--- src/rtl/sirv_qspi_xip_seq.sv ---
// sirv_qspi_xip_seq: XIP read sequencer issuing cmd/addr/pad/data frames on one QSPI arbiter port
module sirv_qspi_xip_seq #(
   parameter int DATA_BYTES = 4
) (
   input  logic                    clock,
   input  logic                    reset,
   input  logic                    req_valid,
   output logic                    req_ready,
   input  logic [31:0]             req_addr,
   output logic                    resp_valid,
   input  logic                    resp_ready,
   output logic [8*DATA_BYTES-1:0] resp_data,
   input  logic [7:0]              cfg_cmd_code,
   input  logic [1:0]              cfg_cmd_proto,
   input  logic [1:0]              cfg_addr_proto,
   input  logic [1:0]              cfg_data_proto,
   input  logic                    cfg_addr_4b,
   input  logic [3:0]              cfg_pad_cnt,
   input  logic                    tx_ready,
   output logic                    tx_valid,
   output logic [7:0]              tx_bits,
   input  logic                    rx_valid,
   input  logic [7:0]              rx_bits,
   output logic [7:0]              cnt,
   output logic [1:0]              fmt_proto,
   output logic                    fmt_endian,
   output logic                    fmt_iodir,
   output logic                    cs_set,
   output logic                    cs_clear,
   output logic                    cs_hold,
   output logic                    lock,
   input  logic                    active
);
   typedef enum logic [2:0] {S_IDLE, S_CMD, S_ADDR, S_PAD, S_DATA, S_WAIT, S_RESP} state_t;
   localparam logic [2:0] NB = 3'(DATA_BYTES);
   localparam logic [2:0] LAST = 3'(DATA_BYTES - 1);
   state_t      r_state;
   logic [31:0] r_addr;
   logic [1:0]  r_addr_proto, r_data_proto, r_idx;
   logic        r_addr_4b, r_skip;
   logic [3:0]  r_pad;
   logic [2:0]  r_dcnt, r_rxidx;
   logic        w_hs, w_rx, w_cap, w_rx_done, w_unused;
   logic [1:0]  w_idx0, w_idx_m1;
   assign fmt_endian = 1'b0;
   assign cs_set     = 1'b1;
   assign cs_clear   = 1'b0;
   assign w_unused   = active;
   assign w_hs       = tx_valid & tx_ready;
   assign w_rx       = rx_valid && r_state != S_IDLE && r_state != S_RESP;
   assign w_cap      = w_rx && !r_skip;
   assign w_rx_done  = r_rxidx == NB || (w_cap && r_rxidx == LAST);
   assign w_idx0     = r_addr_4b ? 2'd3 : 2'd2;
   assign w_idx_m1   = r_idx - 2'd1;
   always_ff @(posedge clock) begin
      if (reset) begin
         r_state    <= S_IDLE;
         r_idx      <= '0;
         r_dcnt     <= '0;
         r_rxidx    <= '0;
         r_skip     <= 1'b0;
         resp_data  <= '0;
         req_ready  <= 1'b1;
         tx_valid   <= 1'b0;
         resp_valid <= 1'b0;
         lock       <= 1'b0;
         cs_hold    <= 1'b0;
         tx_bits    <= '0;
         cnt        <= 8'd8;
         fmt_proto  <= '0;
         fmt_iodir  <= 1'b1;
      end else begin
         // the pad frame's returned byte is dropped; everything else fills lanes in order
         if (w_rx) begin
            if (r_skip) r_skip <= 1'b0;
            else begin
               resp_data[{r_rxidx[1:0], 3'b000} +: 8] <= rx_bits;
               r_rxidx <= r_rxidx + 3'd1;
            end
         end
         case (r_state)
            S_IDLE: if (req_valid) begin
               r_state      <= S_CMD;
               r_addr       <= req_addr;
               r_addr_proto <= cfg_addr_proto;
               r_data_proto <= cfg_data_proto;
               r_addr_4b    <= cfg_addr_4b;
               r_pad        <= cfg_pad_cnt;
               r_dcnt       <= '0;
               r_rxidx      <= '0;
               r_skip       <= 1'b0;
               req_ready    <= 1'b0;
               tx_valid     <= 1'b1;
               tx_bits      <= cfg_cmd_code;
               cnt          <= 8'd8;
               fmt_proto    <= cfg_cmd_proto;
               fmt_iodir    <= 1'b1;
               lock         <= 1'b1;
               cs_hold      <= 1'b1;
            end
            S_CMD: if (w_hs) begin
               r_state   <= S_ADDR;
               r_idx     <= w_idx0;
               tx_bits   <= r_addr[{w_idx0, 3'b000} +: 8];
               fmt_proto <= r_addr_proto;
            end
            S_ADDR: if (w_hs) begin
               if (r_idx != 2'd0) begin
                  r_idx   <= w_idx_m1;
                  tx_bits <= r_addr[{w_idx_m1, 3'b000} +: 8];
               end else if (r_pad != 4'd0) begin
                  r_state   <= S_PAD;
                  tx_bits   <= '0;
                  cnt       <= {4'b0000, r_pad};
                  fmt_iodir <= 1'b0;
               end else begin
                  r_state   <= S_DATA;
                  tx_bits   <= '0;
                  fmt_proto <= r_data_proto;
                  fmt_iodir <= 1'b0;
               end
            end
            S_PAD: if (w_hs) begin
               r_state   <= S_DATA;
               r_skip    <= 1'b1;
               cnt       <= 8'd8;
               fmt_proto <= r_data_proto;
            end
            S_DATA: if (w_hs) begin
               r_dcnt <= r_dcnt + 3'd1;
               if (r_dcnt == LAST) begin
                  r_state  <= S_WAIT;
                  tx_valid <= 1'b0;
               end
            end
            S_WAIT: if (w_rx_done) begin
               r_state    <= S_RESP;
               resp_valid <= 1'b1;
               lock       <= 1'b0;
               cs_hold    <= 1'b0;
               cnt        <= 8'd8;
               fmt_proto  <= '0;
               fmt_iodir  <= 1'b1;
            end
            S_RESP: if (resp_ready) begin
               r_state    <= S_IDLE;
               resp_valid <= 1'b0;
               req_ready  <= 1'b1;
            end
            default: r_state <= S_IDLE;
         endcase
      end
   end
endmodule
--- config.mk ---
export PLATFORM = sky130hd
export DESIGN_NAME = sirv_qspi_xip_seq
export DESIGN_NICKNAME = d
export VERILOG_FILES = /design/src/rtl/sirv_qspi_xip_seq.sv
export SDC_FILE = /design/constraint.sdc
export NUM_CORES = 1
export LEC_CHECK = 0
export BUFFER_PORTS_ARGS = -buffer_cell sky130_fd_sc_hd__buf_2
export CAP_MARGIN = 20
export CORE_MARGIN = 10
export CORE_UTILIZATION = 55
export DETAILED_ROUTE_END_ITERATION = 16
export PLACE_DENSITY_LB_ADDON = 0.08
export SYNTH_ARGS = -nofsm -noshare
export SYNTH_HDL_FRONTEND = slang
export SYNTH_SLANG_ARGS = --single-unit
--- constraint.sdc ---
create_clock -name clock -period 8.6 [get_ports clock]
set_clock_uncertainty 0.15 [all_clocks]
set_input_delay 1.29 -clock clock [delete_from_list [all_inputs] [get_ports clock]]
set_output_delay 1.29 -clock clock [all_outputs]
set_load 0.01 [all_outputs]
# Yosys cells after proc, flatten, opt, wreduce, memory -nomap -nowiden
# Cells that the tools add are included.
classes:
  add_sub_neg: 4
  eq_ne: 22
  shifts: 4
  muxes: 63
  bitwise: 3
  reduce_logical: 32
op_table:
  columns: ["cell", "count"]
  rows:
  - ["$mux 8", 10]
  - ["$shiftx 32x6->8", 2]
  - ["$mux 3", 16]
  - ["$bwmux 32", 1]
  - ["$pmux 8 s4", 1]
  - ["$shift 8x7->32 const A", 1]
  - ["$shiftx 8x7->32", 1]
  - ["$ne 2x2->1 const B", 12]
  - ["$pmux 8 s3", 1]
  - ["$pmux 3 s7", 1]
  - ["$mux 2", 10]
  - ["$reduce_and 3->1", 5]
  - ["$mux 1", 14]
  - ["$eq 3x2->1 const B", 4]
  - ["$eq 3x3->1 const B", 4]
  - ["$reduce_and 4->1", 3]
  - ["$reduce_bool 2->1", 6]
  - ["$pmux 1 s2", 5]
  - ["$pmux 2 s5", 1]
  - ["$reduce_and 9->1", 1]
  - ["$reduce_bool 3->1", 3]
  - ["$reduce_and 8->1", 1]
  - ["$reduce_bool 4->1", 2]
  - ["$neg 5->7", 1]
  - ["17 further kinds", 22]
totals:
  register_bits: 108
  inputBits: 66
  output_inout_bits: 59
  wordCells: 147

# Longest topological paths before layout
# Gate-level depths: netlist of the first run.
logic_depth:
  depth_word: 8
  ltp_mapped: 8
  mapped_depth_nobuf: 7

# Worst setup path after synthesis of the first run
# OpenSTA, ideal clock, no wires.
synth_timing:
  path_type: "input port to flip-flop"
  start: "input port reset"
  end: "register r_addr[0] (enable)"
  setup_ns: 0.440
  arrival_ns: 3.447
  t_required_ns: 8.010
  setup_slack_ns: 4.563
  path_stages: 3
  n_path_buf: 2
  cell_sequence: "clkbuf_1 clkbuf_1 nor2_1"
synth_between:
  elab_chain_cells: 2
synth_rtl:
  columns: ["item", "line_no", "source"]
  rows:
  - ["start, declared", "6", "input logic reset,"]
  - ["$not 1->1 (no line)", null, null]
  - ["$reduce_and 3->1 (no line)", null, null]
  - ["end signal, assigned", "84", "r_addr <= req_addr;"]
  - ["end, declared", "38", "logic [31:0] r_addr;"]
# No other way between the ends.
# A chain may end at the register's enable or synchronous reset.

# Worst setup path after layout of the first run
layout_timing:
  start: "input port req_valid"
  end: "register r_data_proto[1] (enable)"
layout_between:
  elab_chain_cells: 1
layout_rtl:
  columns: ["item", "line_no", "source"]
  rows:
  - ["start, declared", "7", "input logic req_valid,"]
  - ["$reduce_and 3->1 (no line)", null, null]
  - ["end signal, assigned", "86", "r_data_proto <= cfg_data_proto;"]
  - ["end, declared", "39", "logic [1:0] r_addr_proto, r_data_proto, r_idx;"]
# No other way between the ends.

==> run summary, run 1 <==
Area Overhead vs Synth -> 16.3%
# clock sinks -> 104
most common flop cell mapped by yosys -> dfxtp_1
core area -> 0.00818 sq mm
Die Wd -> 112 microns
Synth Area in Adders -> 0.0217
post-CTS sizing -> 0
TritonCTS clock tree -> done
Mean Syn Cell Area -> 10.8 sq um
DR vias/cell -> 5.53
H-tree Lvls -> 3
Max-cap violations -> 0
Total Wirelength -> 11.1 mm
Tot GR Track Use -> 0.175
sw frac -> 0.345
fin util -> 0.656
drt first pass iters -> 5
Clock Root Buffer -> clkbuf_8
maximum clock frequency -> 357 MHz
clk_lat worst skew -> 350 ps
GRT overflow -> 0
post-synth top area cell -> dfxtp_1
share of the synthesized area in the top cell type -> 0.274
TritonCTS Buffers -> 9
setup TNS -> 0 ps
maximum vdd ir drop -> 0.128 mV
Yosys cell types -> 62
most frequent cells after synthesis -> dfxtp_1 (63), nand2_1 (58), a21oi_1 (45), edfxtp_1 (41), nand3_1 (34)
die area -> 0.0124 sq mm
Gate power share -> 0.301
post-synthesis mux area share -> 0.0657
simple-gate share of the synthesized area -> 0.172
most frequent cell after synthesis -> dfxtp_1
slowest CP cell -> nor2_4
CTS Hold Bufs -> 0
multi-input logic area -> 0.00190 sq mm
Nets -> 605
CP top delay family -> simple AND/OR/NAND/NOR gates
Async S/R FF share, synth -> 0
post-synthesis compound-gate area fraction -> 0.143
cell count after synthesis -> 428
Yosys warnings -> 0
CTS max path bufs -> 2
pwr dens -> 248 mW/mm^2
first-pass GRT wire length -> 18.2 mm
crit path capture type -> flip-flop
Post-synth EDFFs -> 41
layout cells sized above 1 -> 0.310
type of the worst min-delay path -> flip-flop to flip-flop
initial core utilization -> 0.564
ranking of synthesized cells by area -> dfxtp_1 (27%), edfxtp_1 (27%), a21oi_1 (4.9%)
DR DRC count -> 0
main combinational cell family by area after synthesis -> simple AND/OR/NAND/NOR gates
Final Hold Viols -> 0
cell internal pwr -> 870 uW
fillcell total -> 672
RSZ-0062 raised after global routing -> false
initial antenna violation count -> 2
Least-Margin Pin Slew -> 1060 ps
floorplan row count -> 33
Post-DRT Antenna Nets -> 0
gpl congestion -> 0.795
startpoint type of the worst setup path -> primary input
clock-pin slew on the worst setup and hold paths -> 100 ps
crit path max fanout -> 21
FF+latch area -> 0.00249 sq mm
final period demand of the worst path -> 2800 ps
#FFs+latches synth -> 104
critical-path cell list -> buf_2 -> nor2b_1 -> nand2_1 -> nor2_4 -> buf_16
synthesized area -> 0.00461 sq mm
vias post-DR -> 3556
DP Wirelength -> 8.13 mm
setup repair bufs after CTS -> 0
Wirelength per Cell -> 17.2 microns
sw power -> 459 uW
largest net degree at the start of global routing -> 57
Post-Synth XOR/XNOR Area -> 0.00190
sequential share of power -> 0.486
clock power share -> 0.212
Required @ worst endpoint -> 8520 ps
I/O pins -> 125
status -> finished clean
Leak Pwr -> 0.00208 uW
Setup CP Type -> primary input to flip-flop
register area share after synthesis -> 0.541
worst rel slew slack -> 0.292
Initial DRC Count -> 171
Die Ht -> 112 microns
fin crit share -> 0.326
Worst path max stage delay -> 570 ps
fin. max-slew vios -> 0
final setup violation count -> 0
Port Buffers -> 116
Worst EP arrival -> 2720 ps
vias in the first global route -> 3650
CP bufs+invs -> 2
-- worst register-to-register path, stage by stage (launching register included) --
cell,delay (ps)
dfxtp_1,720
inv_1,180
ha_1,330
nor4b_4,560
nor2_1,130
nor2_2,180
o21ai_1,90
a221oi_1,280
-- layer usage --
layer,share of wire,up-vias,global-route usage
met3,0.087,14,0.0585
met1,0.40,1678,0.209
met5,0,-,0
met4,0.012,0,0.0608
met2,0.50,118,0.289
li1,-,1746,-
-- stage by stage --
stage               cells  power [uW]  worst slack, ps  hold slack [ps]  area [sq um]
floorplan             433         948             4560              314          4630
global placement      624        1040             5240              276          5150
CTS                   640        1330             5540              299          5330
global route          642        1410             5680              313          5360
finish                643        1330             5800              294          5360
detailed placement    624        1050             5190              284          5150
-- flip-flops by register name, indices dropped and copies added, names as in the netlist --
signal and flops:
lock 1, r_skip 1, tx_valid 1, r_idx 2, resp_data 32, r_addr_proto 2
fmt_proto 2, r_rxidx 3, resp_valid 1, r_dcnt 3, r_data_proto 2, req_ready 1
fmt_iodir 1, tx_bits 8, cnt 4, r_addr_4b 1, r_state 3, r_addr 32
r_pad 4
-- power groups by stage --
stage	combinational (uW)	clock (uW)	sequential, uW
floorplan	293	0	655
global placement	388	0	656
detailed placement	396	0	658
CTS	398	290	647
global route	446	308	658
finish	400	282	647
-- layout by cell type (no fill, tap or decap), types with 2 or more instances in the layout --
cell	n
a211oi_1	4
nor3b_1	2
a21oi_1	45
nand3_1	34
a221oi_1	2
clkbuf_8	9
inv_1	11
dfxtp_1	63
mux4_2	8
a22o_1	3
buf_2	116
nor4_1	2
nor2_1	25
a311oi_1	8
clkinvlp_4	2
mux2_2	8
nand2_2	3
clkinv_4	2
o21ai_0	7
nand3b_1	4
or3b_1	2
nor3b_2	2
ha_1	8
o211ai_1	2
nor3_1	2
diode_2	2
edfxtp_1	41
nor2b_1	5
nand2_1	58
a22oi_1	9
mux2_1	2
conb_1	7
and2_1	5
-- path summary, 6_finish.rpt --
check,to,slack (ps),cells past startpoint,from
setup reg to reg,r_idx[0]$_SDFFE_PP0P_,5890,7,r_idx[0]$_SDFFE_PP0P_
setup / recovery,r_data_proto[1]$_DFFE_PP_,5800,5,req_valid
hold reg to reg,req_ready$_SDFFE_PP1P_,290,2,req_ready$_SDFFE_PP1P_
hold / removal,req_ready$_SDFFE_PP1P_,290,2,req_ready$_SDFFE_PP1P_
-- cells by family (layout without fill, tap and decap cells) --
| logic type | Yosys count | in the layout |
|---|---|---|
| buffers and inverters | 42 | 145 |
| AO/OA/AOI/OAI | 96 | 96 |
| XOR/XNOR | 1 | 1 |
| adder cells (fa/ha/maj) | 8 | 8 |
| flip-flops | 104 | 104 |
| AND/OR/NAND/NOR | 156 | 156 |
| multiplexers | 19 | 19 |
| other | 2 | 9 |
-- area by class of cell --
| class | instances | area share |
|---|---|---|
| tap | 105 | 0.0245 |
| clock inverter | 6 | 0.00980 |
| antenna | 2 | 0.000933 |
| timing repair buffer | 118 | 0.115 |
| multi-input combinational | 287 | 0.354 |
| sequential | 104 | 0.465 |
| clock buffer | 10 | 0.0238 |
| inverter | 11 | 0.00770 |
Power figures use the tool's default switching activity.
==> run 2, diff against run 1 <==
--- a/config.mk
+++ b/config.mk
@@ -5,10 +5,11 @@
 export SDC_FILE = /design/constraint.sdc
 export NUM_CORES = 1
 export LEC_CHECK = 0
+export ABC_AREA = 1
 export BUFFER_PORTS_ARGS = -buffer_cell sky130_fd_sc_hd__buf_2
 export CAP_MARGIN = 20
 export CORE_MARGIN = 10
-export CORE_UTILIZATION = 55
+export CORE_UTILIZATION = 47
 export DETAILED_ROUTE_END_ITERATION = 16
 export PLACE_DENSITY_LB_ADDON = 0.08
 export SYNTH_ARGS = -nofsm -noshare
==> constraint.sdc (replaced) <==
create_clock -name clock -period 2.35 [get_ports clock]
set_clock_uncertainty 0.15 [all_clocks]
set_input_delay 0.3525 -clock clock [delete_from_list [all_inputs] [get_ports clock]]
set_output_delay 0.3525 -clock clock [all_outputs]
set_load 0.01 [all_outputs]
==> run 2 against run 1 <==
- wire length grew 9.3%
- power grew to 4.0 times the previous value
- global-route usage shrank 0.88 points
- non-clock buffer count grew 37
- synthesized cell count grew 30%
- register-to-register slack lost 5500 ps
- synthesized area grew 1.3%
- critical endpoint is now r_addr[17]$_DFFE_PP_
==> run summary, run 2 <==
core area -> 0.00973 sq mm (+19%)
Wirelength per Cell -> 14.5 microns (-16%)
H-tree Lvls -> 3 (unchanged)
gpl congestion -> 0.843 (+6.1%)
floorplan row count -> 36 (+9.1%)
Inserted Diodes -> 0 (-2)
reg2reg start -> r_state[0]$_SDFFE_PP0P_
RSZ-0062 raised after global routing -> false
Clock Root Buffer -> clkbuf_8
Total Wirelength -> 12.1 mm (+9.3%)
Worst path max stage delay -> 390 ps (-180 ps)
critical-path cell list -> nor2_2 -> nand2_2 -> nor2_1 -> inv_1 -> nor2_4 -> buf_12
CTS max path bufs -> 2 (unchanged)
cell count after synthesis -> 555 (+30%)
fin util -> 0.601 (-0.0545)
post-synth top area cell -> dfxtp_1
ranking of synthesized cells by area -> dfxtp_1 (27%), edfxtp_1 (26%), nand2_1 (9.6%)
crit path capture type -> flip-flop
Yosys cell types -> 30 (-52%)
worst rel slew slack -> 0.622 (+0.330)
Setup CP Type -> flip-flop to flip-flop
Worst EP arrival -> 1880 ps (-840 ps)
Tot GR Track Use -> 0.166 (-0.00882)
type of the worst min-delay path -> primary input to flip-flop
Final Hold Viols -> 0 (unchanged)
most frequent cell after synthesis -> nand2_1
Max-cap violations -> 0 (unchanged)
clock-pin slew on the worst setup and hold paths -> 100 ps (about the same)
Largest regs -> r_addr: 32 flops, resp_data: 32 flops, tx_bits: 8 flops
DP Wirelength -> 8.87 mm (+9.1%)
vias in the first global route -> 4088 (+12%)
Die Ht -> 120 microns (+7.3%)
status -> finished clean
Mean Syn Cell Area -> 8.41 sq um (-22%)
Area Overhead vs Synth -> 25.3%
Required @ worst endpoint -> 2250 ps (-6270 ps)
initial core utilization -> 0.480 (-0.0837)
slowest CP cell -> dfxtp_1
drt first pass iters -> 5 (unchanged)
Initial DRC Count -> 254 (+49%)
fin crit share -> 0.844
CP top delay family -> simple AND/OR/NAND/NOR gates
maximum vdd ir drop -> 0.437 mV (+240%)
clk_lat worst skew -> 360 ps (about the same)
Die Wd -> 120 microns (+7.3%)
synthesized area -> 0.00467 sq mm (+1.3%)
setup TNS -> 0 ps (unchanged)
TritonCTS Buffers -> 9 (unchanged)
initial antenna violation count -> 0 (-2)
final period demand of the worst path -> 1980 ps
#FFs+latches synth -> 104 (unchanged)
I/O pins -> 125 (unchanged)
Leak Pwr -> 0.00260 uW (+25%)
share of the synthesized area in the top cell type -> 0.270 (-0.00359)
Nets -> 773 (+28%)
startpoint type of the worst setup path -> flip-flop
most frequent cells in the layout -> nand2_1 (120), buf_2 (116), nor2_1 (65), dfxtp_1 (63), a21oi_1 (58)
largest net degree at the start of global routing -> 42 (-26%)
die area -> 0.0143 sq mm (+15%)
Port Buffers -> 116 (unchanged)
DR DRC count -> 0 (unchanged)
maximum clock frequency -> 504 MHz
Post-synth EDFFs -> 41 (unchanged)
first-pass GRT wire length -> 20.0 mm (+10%)
Least-Margin Pin Slew -> 565 ps (-497 ps)
register area share after synthesis -> 0.534 (-0.00710)
GRT overflow -> 0 (unchanged)
DR vias/cell -> 4.94 (-11%)
CP bufs+invs -> 2 (unchanged)
Async S/R FF share, synth -> 0 (unchanged)
Yosys warnings -> 0 (unchanged)
most frequent cells after synthesis -> nand2_1 (120), nor2_1 (66), dfxtp_1 (63), a21oi_1 (58), o21ai_0 (44)
# clock sinks -> 104 (unchanged)
post-CTS sizing -> 0 (unchanged)
Post-DRT Antenna Nets -> 0 (unchanged)
commonest non-fill, non-tap cell in the layout -> nand2_1
crit path max fanout -> 41 (+95%)
hold path startpoint -> req_addr[13]
layout cells sized above 1 -> 0.236 (-0.0739)
vias post-DR -> 4135 (+16%)
final setup violation count -> 0 (unchanged)
pwr dens -> 916 mW/mm^2 (+270%)
fin. max-slew vios -> 0 (unchanged)
most common flop cell mapped by yosys -> dfxtp_1
worst setup path startpoint -> r_state[0]$_SDFFE_PP0P_
TritonCTS clock tree -> done
[run 2: cell count changes after synthesis, sizes merged, moves of 9 or more]
cell / before / now
nand2: 61 / 124
nor2: 27 / 76
o21ai: 8 / 46
inv: 11 / 41
a21oi: 45 / 58
nand4: 1 / 13
mux2: 10 / 0
a22oi: 9 / 0
[run 2: worst paths after layout]
| kind | end | slack, ps | cells past startpoint |
|---|---|---|---|
| setup / recovery | r_addr[17]$_DFFE_PP_ | 370 | 6 |
| hold / removal | r_addr[13]$_DFFE_PP_ | 30 | 1 |
| setup reg to reg | r_addr[17]$_DFFE_PP_ | 370 | 6 |
| hold reg to reg | resp_valid$_SDFFE_PP0P_ | 300 | 2 |
[run 2: repair_timing]
action | CTS | global route
endpoints found under the hold margin | 21 | 8
setup buffers | 0 | 0
hold buffers | 21 | 8
[run 2: cell type report]
cell class	instances	area, sq um
well taps	133	166
flip-flops and latches	104	2490
fillers	933	3880
repair buffers	155	958
clock buffers	10	128
clock inverters	6	48.8
inverters	44	165
multi-input cells	385	1890
[run 2: power by group]
group	total, uW	internal, uW	switching, uW
Sequential	2360	2190	169
Clock	1040	402	634
Combinational	1960	684	1280
[run 2: kinds of logic (layout without fill, tap and decap cells)]
| family | after synthesis | count (layout) | synth area share |
|---|---|---|---|
| adder cells (fa/ha/maj) | 8 | 8 | 0.0214 |
| AO/OA/AOI/OAI | 121 | 121 | 0.140 |
| AND/OR/NAND/NOR | 249 | 249 | 0.236 |
| other | 2 | 7 | 0.00161 |
| flip-flops | 104 | 104 | 0.534 |
| buffers and inverters | 71 | 215 | 0.0667 |
[run 2: per-stage QoR]
stage / hold WS (ps) / setup WS (ps) / power (uW) / cells / instance area (sq um)
2_1_floorplan: 289 / 85.9 / 3750 / 560 / 4700
3_3_place_gp: 285 / 424 / 4290 / 792 / 5380
3_5_place_dp: 288 / 397 / 4330 / 792 / 5380
4_1_cts: 0.153 / 370 / 5380 / 829 / 5770
5_1_grt: 5.56 / 93.7 / 5770 / 837 / 5850
6_report: 25.2 / 367 / 5360 / 837 / 5850
[run 2: worst reg2reg max path: cells and delay by family (launching register included)]
kind                   cells  cell delay (ps)
and+or+nand+nor            4              750
DFF                        1              390
buffers and inverters      2              380
[run 2: routing by layer]
layer  track usage  part of all wire  vias to the layer above
met3        0.0422             0.068                       12
met4        0.0468             0.010                        0
met5             0                 0                        -
met2         0.273              0.48                      133
met1         0.212              0.44                     1850
li1              -                 -                     2140
